## src/rtl/vx_mat_pkg.sv

```systemverilog
// Shared definitions for the matrix buffer write path.
//   mat_arb_state_e    : tile arbiter FSM states
//   mat_beats_per_tile : narrow beats needed to fill one buffer entry (tile),
//                        also used by the matrix buffer to size its packer
package vx_mat_pkg;

  typedef enum logic [0:0] {
    MAT_ARB_IDLE   = 1'b0,
    MAT_ARB_LOCKED = 1'b1
  } mat_arb_state_e;

  function automatic int unsigned mat_beats_per_tile(input int unsigned num_regs,
                                                     input int unsigned width,
                                                     input int unsigned in_width);
    return (num_regs * width) / in_width;
  endfunction

endpackage

```

## src/rtl/vx_mat_tile_arb_if.sv

```systemverilog
// Bundle of the load-stream and matrix-buffer signals around the tile arbiter.
//   i_req_valid/i_req_data/o_req_ready : per-stream beat handshake
//   o_buf_write/o_buf_data/i_buf_full  : matrix buffer write port
//   o_owner_valid/o_owner              : current tile owner
//   o_tile_done/o_tile_src             : one-cycle tile completion pulse
// Handshake: a beat moves on a cycle where valid && ready are both high;
// valid may rise independently of ready, and a source must hold its data
// stable while valid is high and the beat has not been accepted.
// slave = arbiter side, master = stream/buffer (test) side.
interface vx_mat_tile_arb_if #(
  parameter int NUM_REQS         = 4,
  parameter int INPUT_DATA_WIDTH = 8
);
  localparam int IDX_W = $clog2(NUM_REQS);

  logic [NUM_REQS-1:0]                       i_req_valid;
  logic [NUM_REQS-1:0][INPUT_DATA_WIDTH-1:0] i_req_data;
  logic [NUM_REQS-1:0]                       o_req_ready;
  logic                                      o_buf_write;
  logic [INPUT_DATA_WIDTH-1:0]               o_buf_data;
  logic                                      i_buf_full;
  logic                                      o_owner_valid;
  logic [IDX_W-1:0]                          o_owner;
  logic                                      o_tile_done;
  logic [IDX_W-1:0]                          o_tile_src;

  modport slave (
    input  i_req_valid, i_req_data, i_buf_full,
    output o_req_ready, o_buf_write, o_buf_data, o_owner_valid, o_owner,
           o_tile_done, o_tile_src
  );

  modport master (
    output i_req_valid, i_req_data, i_buf_full,
    input  o_req_ready, o_buf_write, o_buf_data, o_owner_valid, o_owner,
           o_tile_done, o_tile_src
  );
endinterface

```

## src/rtl/vx_rr_pick.sv

```systemverilog
// Combinational round-robin picker.
//   i_req    : request vector
//   i_last   : index granted last time; search starts at i_last+1 with wrap
//   o_winner : first requesting index found
//   o_any    : at least one request present
module vx_rr_pick #(
  parameter int NUM_REQS = 4
) (
  input  logic [NUM_REQS-1:0]         i_req,
  input  logic [$clog2(NUM_REQS)-1:0] i_last,
  output logic [$clog2(NUM_REQS)-1:0] o_winner,
  output logic                        o_any
);
  localparam int IDX_W = $clog2(NUM_REQS);

  logic             found;
  logic [IDX_W-1:0] cand;

  always_comb begin
    o_winner = '0;
    found    = 1'b0;
    cand     = '0;
    for (int k = 1; k <= NUM_REQS; k++) begin
      cand = IDX_W'((int'(i_last) + k) % NUM_REQS);
      if (!found && i_req[cand]) begin
        found    = 1'b1;
        o_winner = cand;
      end
    end
  end

  assign o_any = |i_req;
endmodule

```

## src/rtl/vx_mat_tile_arb.sv

```systemverilog
// Tile-granular round-robin write arbiter for the shared matrix buffer.
// One load stream owns the buffer write port until it has written a full
// tile of BEATS narrow beats, so packed register words never interleave.
// Ports:
//   i_clk, i_rstn : clock, asynchronous active-low reset
//   bus           : vx_mat_tile_arb_if.slave (stream handshake, buffer port,
//                   owner and tile-done status)
//   o_dbg_state   : current FSM state
// Optional build macro VX_MAT_ARB_PERF_EN adds:
//   o_perf_tiles[NUM_REQS] : completed tiles per requester
//   o_perf_stall           : LOCKED cycles with buffer full
//   o_perf_wait            : LOCKED cycles with any non-owner valid
// WIDTH must be a multiple of INPUT_DATA_WIDTH.
module vx_mat_tile_arb
  import vx_mat_pkg::*;
#(
  parameter int NUM_REQS         = 4,
  parameter int WIDTH            = 32,
  parameter int NUM_REGS         = 4,
  parameter int INPUT_DATA_WIDTH = 8
) (
  input  logic               i_clk,
  input  logic               i_rstn,
  vx_mat_tile_arb_if.slave   bus,
  output mat_arb_state_e     o_dbg_state
`ifdef VX_MAT_ARB_PERF_EN
  ,
  output logic [31:0]        o_perf_tiles [NUM_REQS],
  output logic [31:0]        o_perf_stall,
  output logic [31:0]        o_perf_wait
`endif
);
  localparam int BEATS = int'(mat_beats_per_tile(NUM_REGS, WIDTH, INPUT_DATA_WIDTH));
  localparam int CNT_W = (BEATS > 1) ? $clog2(BEATS) : 1;
  localparam int IDX_W = $clog2(NUM_REQS);

  mat_arb_state_e      state_q, state_d;
  logic [IDX_W-1:0]    owner_q, owner_d;
  logic [IDX_W-1:0]    last_grant_q, last_grant_d;
  logic [CNT_W-1:0]    beat_cnt_q, beat_cnt_d;
  logic                tile_done_q, tile_done_d;
  logic [IDX_W-1:0]    tile_src_q, tile_src_d;

  logic [NUM_REQS-1:0] req_ready;
  logic                xfer;
  logic                last_beat;
  logic [IDX_W-1:0]    winner;
  logic                any_valid;
  logic                locked;

  vx_rr_pick #(.NUM_REQS(NUM_REQS)) u_pick (
    .i_req    (bus.i_req_valid),
    .i_last   (last_grant_q),
    .o_winner (winner),
    .o_any    (any_valid)
  );

  assign locked = (state_q == MAT_ARB_LOCKED);

  always_comb begin
    state_d      = state_q;
    owner_d      = owner_q;
    last_grant_d = last_grant_q;
    beat_cnt_d   = beat_cnt_q;
    tile_done_d  = 1'b0;
    tile_src_d   = '0;
    req_ready    = '0;
    xfer         = 1'b0;
    last_beat    = 1'b0;
    case (state_q)
      MAT_ARB_IDLE: begin
        // Grant is issued even when the buffer is full; the first beat
        // then simply waits in LOCKED.
        if (any_valid) begin
          owner_d      = winner;
          last_grant_d = winner;
          beat_cnt_d   = '0;
          state_d      = MAT_ARB_LOCKED;
        end
      end
      MAT_ARB_LOCKED: begin
        req_ready[owner_q] = !bus.i_buf_full;
        xfer               = bus.i_req_valid[owner_q] && !bus.i_buf_full;
        last_beat          = xfer && (beat_cnt_q == CNT_W'(BEATS - 1));
        if (last_beat) begin
          state_d     = MAT_ARB_IDLE;
          beat_cnt_d  = '0;
          tile_done_d = 1'b1;
          tile_src_d  = owner_q;
        end else if (xfer) begin
          beat_cnt_d = beat_cnt_q + CNT_W'(1);
        end
      end
      default: state_d = MAT_ARB_IDLE;
    endcase
  end

  always_ff @(posedge i_clk or negedge i_rstn) begin
    if (!i_rstn) begin
      state_q      <= MAT_ARB_IDLE;
      owner_q      <= '0;
      last_grant_q <= IDX_W'(NUM_REQS - 1);
      beat_cnt_q   <= '0;
      tile_done_q  <= 1'b0;
      tile_src_q   <= '0;
    end else begin
      state_q      <= state_d;
      owner_q      <= owner_d;
      last_grant_q <= last_grant_d;
      beat_cnt_q   <= beat_cnt_d;
      tile_done_q  <= tile_done_d;
      tile_src_q   <= tile_src_d;
    end
  end

  assign bus.o_req_ready   = req_ready;
  assign bus.o_buf_write   = xfer;
  // Data is forced to zero outside LOCKED so every output reads 0 in reset.
  assign bus.o_buf_data    = locked ? bus.i_req_data[owner_q] : '0;
  assign bus.o_owner_valid = locked;
  assign bus.o_owner       = owner_q;
  assign bus.o_tile_done   = tile_done_q;
  assign bus.o_tile_src    = tile_src_q;
  assign o_dbg_state       = state_q;

`ifdef VX_MAT_ARB_PERF_EN
  logic [31:0]         perf_tiles_q [NUM_REQS];
  logic [31:0]         perf_tiles_d [NUM_REQS];
  logic [31:0]         perf_stall_q, perf_stall_d;
  logic [31:0]         perf_wait_q, perf_wait_d;
  logic [NUM_REQS-1:0] other_valid;

  always_comb begin
    perf_tiles_d = perf_tiles_q;
    if (last_beat) perf_tiles_d[owner_q] = perf_tiles_q[owner_q] + 32'd1;
    perf_stall_d = perf_stall_q + ((locked && bus.i_buf_full) ? 32'd1 : 32'd0);
    other_valid  = bus.i_req_valid & ~(NUM_REQS'(1) << owner_q);
    perf_wait_d  = perf_wait_q + ((locked && (|other_valid)) ? 32'd1 : 32'd0);
  end

  always_ff @(posedge i_clk or negedge i_rstn) begin
    if (!i_rstn) begin
      for (int i = 0; i < NUM_REQS; i++) perf_tiles_q[i] <= '0;
      perf_stall_q <= '0;
      perf_wait_q  <= '0;
    end else begin
      perf_tiles_q <= perf_tiles_d;
      perf_stall_q <= perf_stall_d;
      perf_wait_q  <= perf_wait_d;
    end
  end

  assign o_perf_tiles = perf_tiles_q;
  assign o_perf_stall = perf_stall_q;
  assign o_perf_wait  = perf_wait_q;
`endif
endmodule

```

## src/flat_wrapper.sv

```systemverilog
// flat-port wrapper written by rule: the top's interface ports become plain ports
module vx_mat_tile_arb_flat import vx_mat_pkg::*;
#(
  parameter int NUM_REQS         = 4,
  parameter int WIDTH            = 32,
  parameter int NUM_REGS         = 4,
  parameter int INPUT_DATA_WIDTH = 8
)
  (i_clk, i_rstn, o_dbg_state, bus_i_req_valid, bus_i_req_data, bus_i_buf_full, bus_o_req_ready, bus_o_buf_write, bus_o_buf_data, bus_o_owner_valid, bus_o_owner, bus_o_tile_done, bus_o_tile_src);
  vx_mat_tile_arb_if #(.NUM_REQS(NUM_REQS), .INPUT_DATA_WIDTH(INPUT_DATA_WIDTH)) bus_i ();
  input  logic i_clk;
  input  logic i_rstn;
  output mat_arb_state_e o_dbg_state;
  input wire logic [$bits(bus_i.i_req_valid)-1:0] bus_i_req_valid;
  input wire logic [$bits(bus_i.i_req_data)-1:0] bus_i_req_data;
  input wire logic [$bits(bus_i.i_buf_full)-1:0] bus_i_buf_full;
  output wire logic [$bits(bus_i.o_req_ready)-1:0] bus_o_req_ready;
  output wire logic [$bits(bus_i.o_buf_write)-1:0] bus_o_buf_write;
  output wire logic [$bits(bus_i.o_buf_data)-1:0] bus_o_buf_data;
  output wire logic [$bits(bus_i.o_owner_valid)-1:0] bus_o_owner_valid;
  output wire logic [$bits(bus_i.o_owner)-1:0] bus_o_owner;
  output wire logic [$bits(bus_i.o_tile_done)-1:0] bus_o_tile_done;
  output wire logic [$bits(bus_i.o_tile_src)-1:0] bus_o_tile_src;
  assign bus_i.i_req_valid = bus_i_req_valid;
  assign bus_i.i_req_data = bus_i_req_data;
  assign bus_i.i_buf_full = bus_i_buf_full;
  assign bus_o_req_ready = bus_i.o_req_ready;
  assign bus_o_buf_write = bus_i.o_buf_write;
  assign bus_o_buf_data = bus_i.o_buf_data;
  assign bus_o_owner_valid = bus_i.o_owner_valid;
  assign bus_o_owner = bus_i.o_owner;
  assign bus_o_tile_done = bus_i.o_tile_done;
  assign bus_o_tile_src = bus_i.o_tile_src;
  vx_mat_tile_arb #(.NUM_REQS(NUM_REQS), .WIDTH(WIDTH), .NUM_REGS(NUM_REGS), .INPUT_DATA_WIDTH(INPUT_DATA_WIDTH)) u_core (.i_clk(i_clk), .i_rstn(i_rstn), .bus(bus_i), .o_dbg_state(o_dbg_state));
endmodule
```

## config.mk

```make
export PLATFORM = sky130hd
export DESIGN_NAME = vx_mat_tile_arb_flat
export DESIGN_NICKNAME = d
export VERILOG_FILES = /design/src/rtl/vx_mat_pkg.sv /design/src/rtl/vx_mat_tile_arb_if.sv /design/src/rtl/vx_rr_pick.sv /design/src/rtl/vx_mat_tile_arb.sv /design/src/flat_wrapper.sv
export SDC_FILE = /design/constraint.sdc
export NUM_CORES = 1
export LEC_CHECK = 0
export ABC_AREA = 1
export BUFFER_PORTS_ARGS = -buffer_cell sky130_fd_sc_hd__buf_2
export CAP_MARGIN = 20
export CORE_MARGIN = 10
export CORE_UTILIZATION = 45
export DETAILED_ROUTE_END_ITERATION = 16
export PLACE_DENSITY = 0.86
export SETUP_SLACK_MARGIN = 0.15
export SLEW_MARGIN = 10
export SYNTH_ARGS = -nofsm -noshare
export SYNTH_HDL_FRONTEND = slang
export SYNTH_SLANG_ARGS = --single-unit
export TNS_END_PERCENT = 1
```

## constraint.sdc

```tcl
create_clock -name i_clk -period 1.55 [get_ports i_clk]
set_input_delay 0.31 -clock i_clk [delete_from_list [all_inputs] [get_ports i_clk]]
set_output_delay 0.31 -clock i_clk [all_outputs]
set_load 0.01 [all_outputs]
```

==> impl_metrics.csv <==
group,metric,value,unit
status,status,"finished, violations left",
status,violations,"negative setup slack",
cts,cts-root-buf,"clkbuf_4",
min_path,worstHoldEndpoint,"u_core.bus.o_tile_src[1]$_DFF_PN0_",
synthesis,yosysUniqueCellTypes,30,
cts,clock_latency,0.28,ns
power,powerDensity,1840,mW/mm^2
placement,routabilityCongestion,0.858,
route,drc,0,
timing,finalMaxSlewViolations,0,
global_route,gr-usage-all-layers,15.5,%
timing,fin_crit,1.85,ns
min_path,min_path_type,"in -> reg",
worst_setup_path,critical_path.top_delay_family,"flip-flops",
floorplan,start_util,48.8,%
route,firstDrtPassIters,5,
timing,rsz0062_at_grt,"yes",
worst_setup_path,r2r-start,"u_core.last_grant_q[1]$_DFFE_PN1P_",
placement,dp.cells,253,
synthesis,yosys_warnings,0,
worst_setup_path,r2r_end,"u_core.bus.o_owner[0]$_DFFE_PN0P_",
route,detail-route-antenna-nets,0,
worst_setup_path,cp_slowest_cell,"dfrtp_2",
worst_setup_path,reg2reg_slack,0,ns
worst_setup_path,start_kind,"flop",
timing,fin_ws,-0.304,ns
synthesis,syn_nets,200,
power,total_power,0.00319,W
min_path,hold_depth,4,
finish,areaGrowthSynthToFinish,56.3,%
job,cap_violations,0,
min_path,hp-start,"bus_i_buf_full",
floorplan,die-area,0.00486,mm^2
floorplan,die_h,69.7,um
worst_setup_path,crit_fanout,9,
global_route,grt-ovfl-total,0,
power,p_leak,0.953,nW
global_route,grt_pass1_vias,1325,
global_route,grt_max_degree,14,
finish,drive_gt1_share,56.0,%
cts,htreeDepth,1,
timing,final-hold-violation-count,0,
worst_setup_path,path_cells,"nor2_4 -> a22oi_1 -> a31oi_1 -> buf_2",
worst_setup_path,required,1.24,ns
synthesis,ys_seq_area_share,27.3,%
timing,slew_headroom,79.8,%
worst_setup_path,rr_worst_depth,11,
cts,cts_sinks,12,
worst_setup_path,cpPeakStageDelay,0.49,ns
synthesis,avgSynthCellArea,6.94,um^2
route,routedWlPerCell,16.2,um
route,vias_per_cell,5.14,
worst_setup_path,path_class,"reg -> out",
cts,clkTransAtPathRegs,0.07,ns
floorplan,ios,59,
timing,whs,0.416,ns
cts,clk_path_buf_depth,2,
synthesis,synth_area,0.00111,mm^2
route,wl,4210,um
placement,portBuffers,58,
global_route,antenna_found_initial,0,
synthesis,yosys_register_bits,12,
timing,worst_pin_slew,0.300,ns
timing,skew,0.00541,ns
worst_setup_path,worst_ep_arrival_time,1.54,ns
power,peakVddDrop,1.31,mV
timing,fmax,0.539,GHz
finish,fin_cells,260,
floorplan,rows,17,
synthesis,netlist_instances,160,
placement,dp_hpwl,3090,um
worst_setup_path,crit_buf_inv,1,
cts,cts_tree,"done",
worst_setup_path,critPathCaptureType,"primary output",
cts,cts_made_buffers,3,
global_route,grt_pass1_wl,6430,um
finish,antennaDiodeCount,0,
floorplan,core,0.00228,mm^2
finish,nets,273,
floorplan,fp.dieW,69.7,um
route,drt_iter0_drc,144,
route,vias,1336,
timing,min_period_over_period,120,%
timing,setup_violations,12,
[logic make-up (layout without fill, tap and decap cells)]
logic type      Yosys count  after routing  synth area share [%]
compound gates           23             23                  17.5
xor+xnor                  1              1                 0.788
fa+ha+maj                 1              1                  1.13
buf+inv                  21             93                  8.90
flops                    12             12                  27.3
simple gates            102            102                  44.5
[stage by stage]
step	setup WS, ns	TNS (ns)	util (%)	instance area, um^2
2_1_floorplan	0.0722	0	-	1130
3_3_place_gp	0.0403	0	66.8	1520
3_5_place_dp	0.00150	0	66.8	1520
4_1_cts	-0.225	-2.01	72.4	1650
5_1_grt	-0.375	-3.73	76.3	1740
6_report	-0.304	-2.38	76.3	1740
[placed cells by master, fill, tap and decap left out, drive strengths merged, types with 2 or more instances in the layout]
cell	synthesis	routed
nor2	9	9
nand2	72	72
o21ai	2	2
a31oi	8	8
inv	16	16
dfrtp	10	10
dfstp	2	2
clkbuf	1	4
a22oi	9	9
nor3	4	4
nand4	6	6
nand3	9	9
nor3b	2	2
buf	4	72
[cell usage after synthesis]
cell / number / area [um^2]
buf_2: 1 / 5.00
a22oi_1: 8 / 60.1
buf_6: 2 / 22.5
nand2_1: 58 / 218
a31oi_1: 8 / 50.1
o21bai_1: 1 / 7.51
nor2_2: 2 / 12.5
nor3b_1: 1 / 7.51
clkbuf_1: 1 / 3.75
nor3_2: 1 / 10.0
ha_1: 1 / 12.5
buf_4: 1 / 7.51
o41ai_2: 1 / 16.3
nor2_4: 1 / 11.3
nand4_1: 6 / 37.5
inv_1: 12 / 45.0
nand3_1: 9 / 45.0
a22oi_4: 1 / 21.3
inv_2: 4 / 15.0
nor3_1: 3 / 15.0
xor2_1: 1 / 8.76
a21boi_1: 1 / 7.51
dfstp_2: 2 / 52.6
nand2_2: 11 / 68.8
nand2_4: 3 / 33.8
o211ai_4: 1 / 21.3
nor3b_2: 1 / 12.5
dfrtp_1: 10 / 250
o21ai_1: 2 / 10.0
nor2_1: 6 / 22.5
[metal layers]
layer	wire, um	track usage (%)	vias to the layer above
met5	0	0	-
met4	57	3.91	0
met3	268	3.85	6
met2	2330	27.9	52
met1	1550	17.5	600
li1	-	-	678
[timing repair]
action	in CTS	in global routing
hold buffers	1	0
cloned	0	0
hold endpoints to repair	10	0
pin swaps	23	14
gates resized for setup	18	20
setup buffers	2	0
setup endpoints to repair	25	26
[worst reg2reg max path, delay by kind of cell, from the launching register on]
kind | cells | cell delay, ns
simple gates | 10 | 0.73
flops | 1 | 0.64
buf+inv | 1 | 0.08
[final cells by class]
| type | count | area, um^2 |
|---|---|---|
| multi-input cells | 127 | 840 |
| clock buffers | 4 | 36.3 |
| well taps | 28 | 35.0 |
| repair buffers | 73 | 448 |
| inverters | 16 | 72.6 |
| fillers | 157 | 539 |
| flip-flops and latches | 12 | 305 |
[sequential cells by signal, indices dropped and copies added (netlist names)]
register,cells
u_core.beat_cnt_q,4
u_core.bus.o_owner_valid,1
u_core.bus.o_owner,2
u_core.bus.o_tile_src,2
u_core.last_grant_q,2
u_core.bus.o_tile_done,1
[worst max-delay path by stage]
| stage | from | end | slack (ns) | depth (start not counted) |
|---|---|---|---|---|
| CTS | u_core.bus.o_owner[1]$_DFFE_PN0P_ | bus_o_buf_data[0] | -0.22 | 6 |
| detailed placement | u_core.bus.o_owner[0]$_DFFE_PN0P_ | bus_o_buf_data[0] | 0.001 | 5 |
| floorplan | u_core.bus.o_owner[0]$_DFFE_PN0P_ | bus_o_buf_write | 0.07 | 7 |
| global route | u_core.bus.o_owner[1]$_DFFE_PN0P_ | bus_o_buf_data[7] | -0.37 | 6 |
| global placement | u_core.bus.o_owner[0]$_DFFE_PN0P_ | bus_o_buf_data[0] | 0.04 | 5 |
| finish | u_core.bus.o_owner[0]$_DFFE_PN0P_ | bus_o_buf_data[0] | -0.30 | 4 |
[power by group]
part | internal (W) | switching [W] | leakage (nW)
combinational | 0.00104 | 0.00130 | 0.786
clock | 0.000143 | 0.000106 | 0.0210
sequential | 0.000432 | 0.000173 | 0.146
total | 0.00162 | 0.00158 | 0.953
No activity file was read; power rests on OpenSTA's default activity.
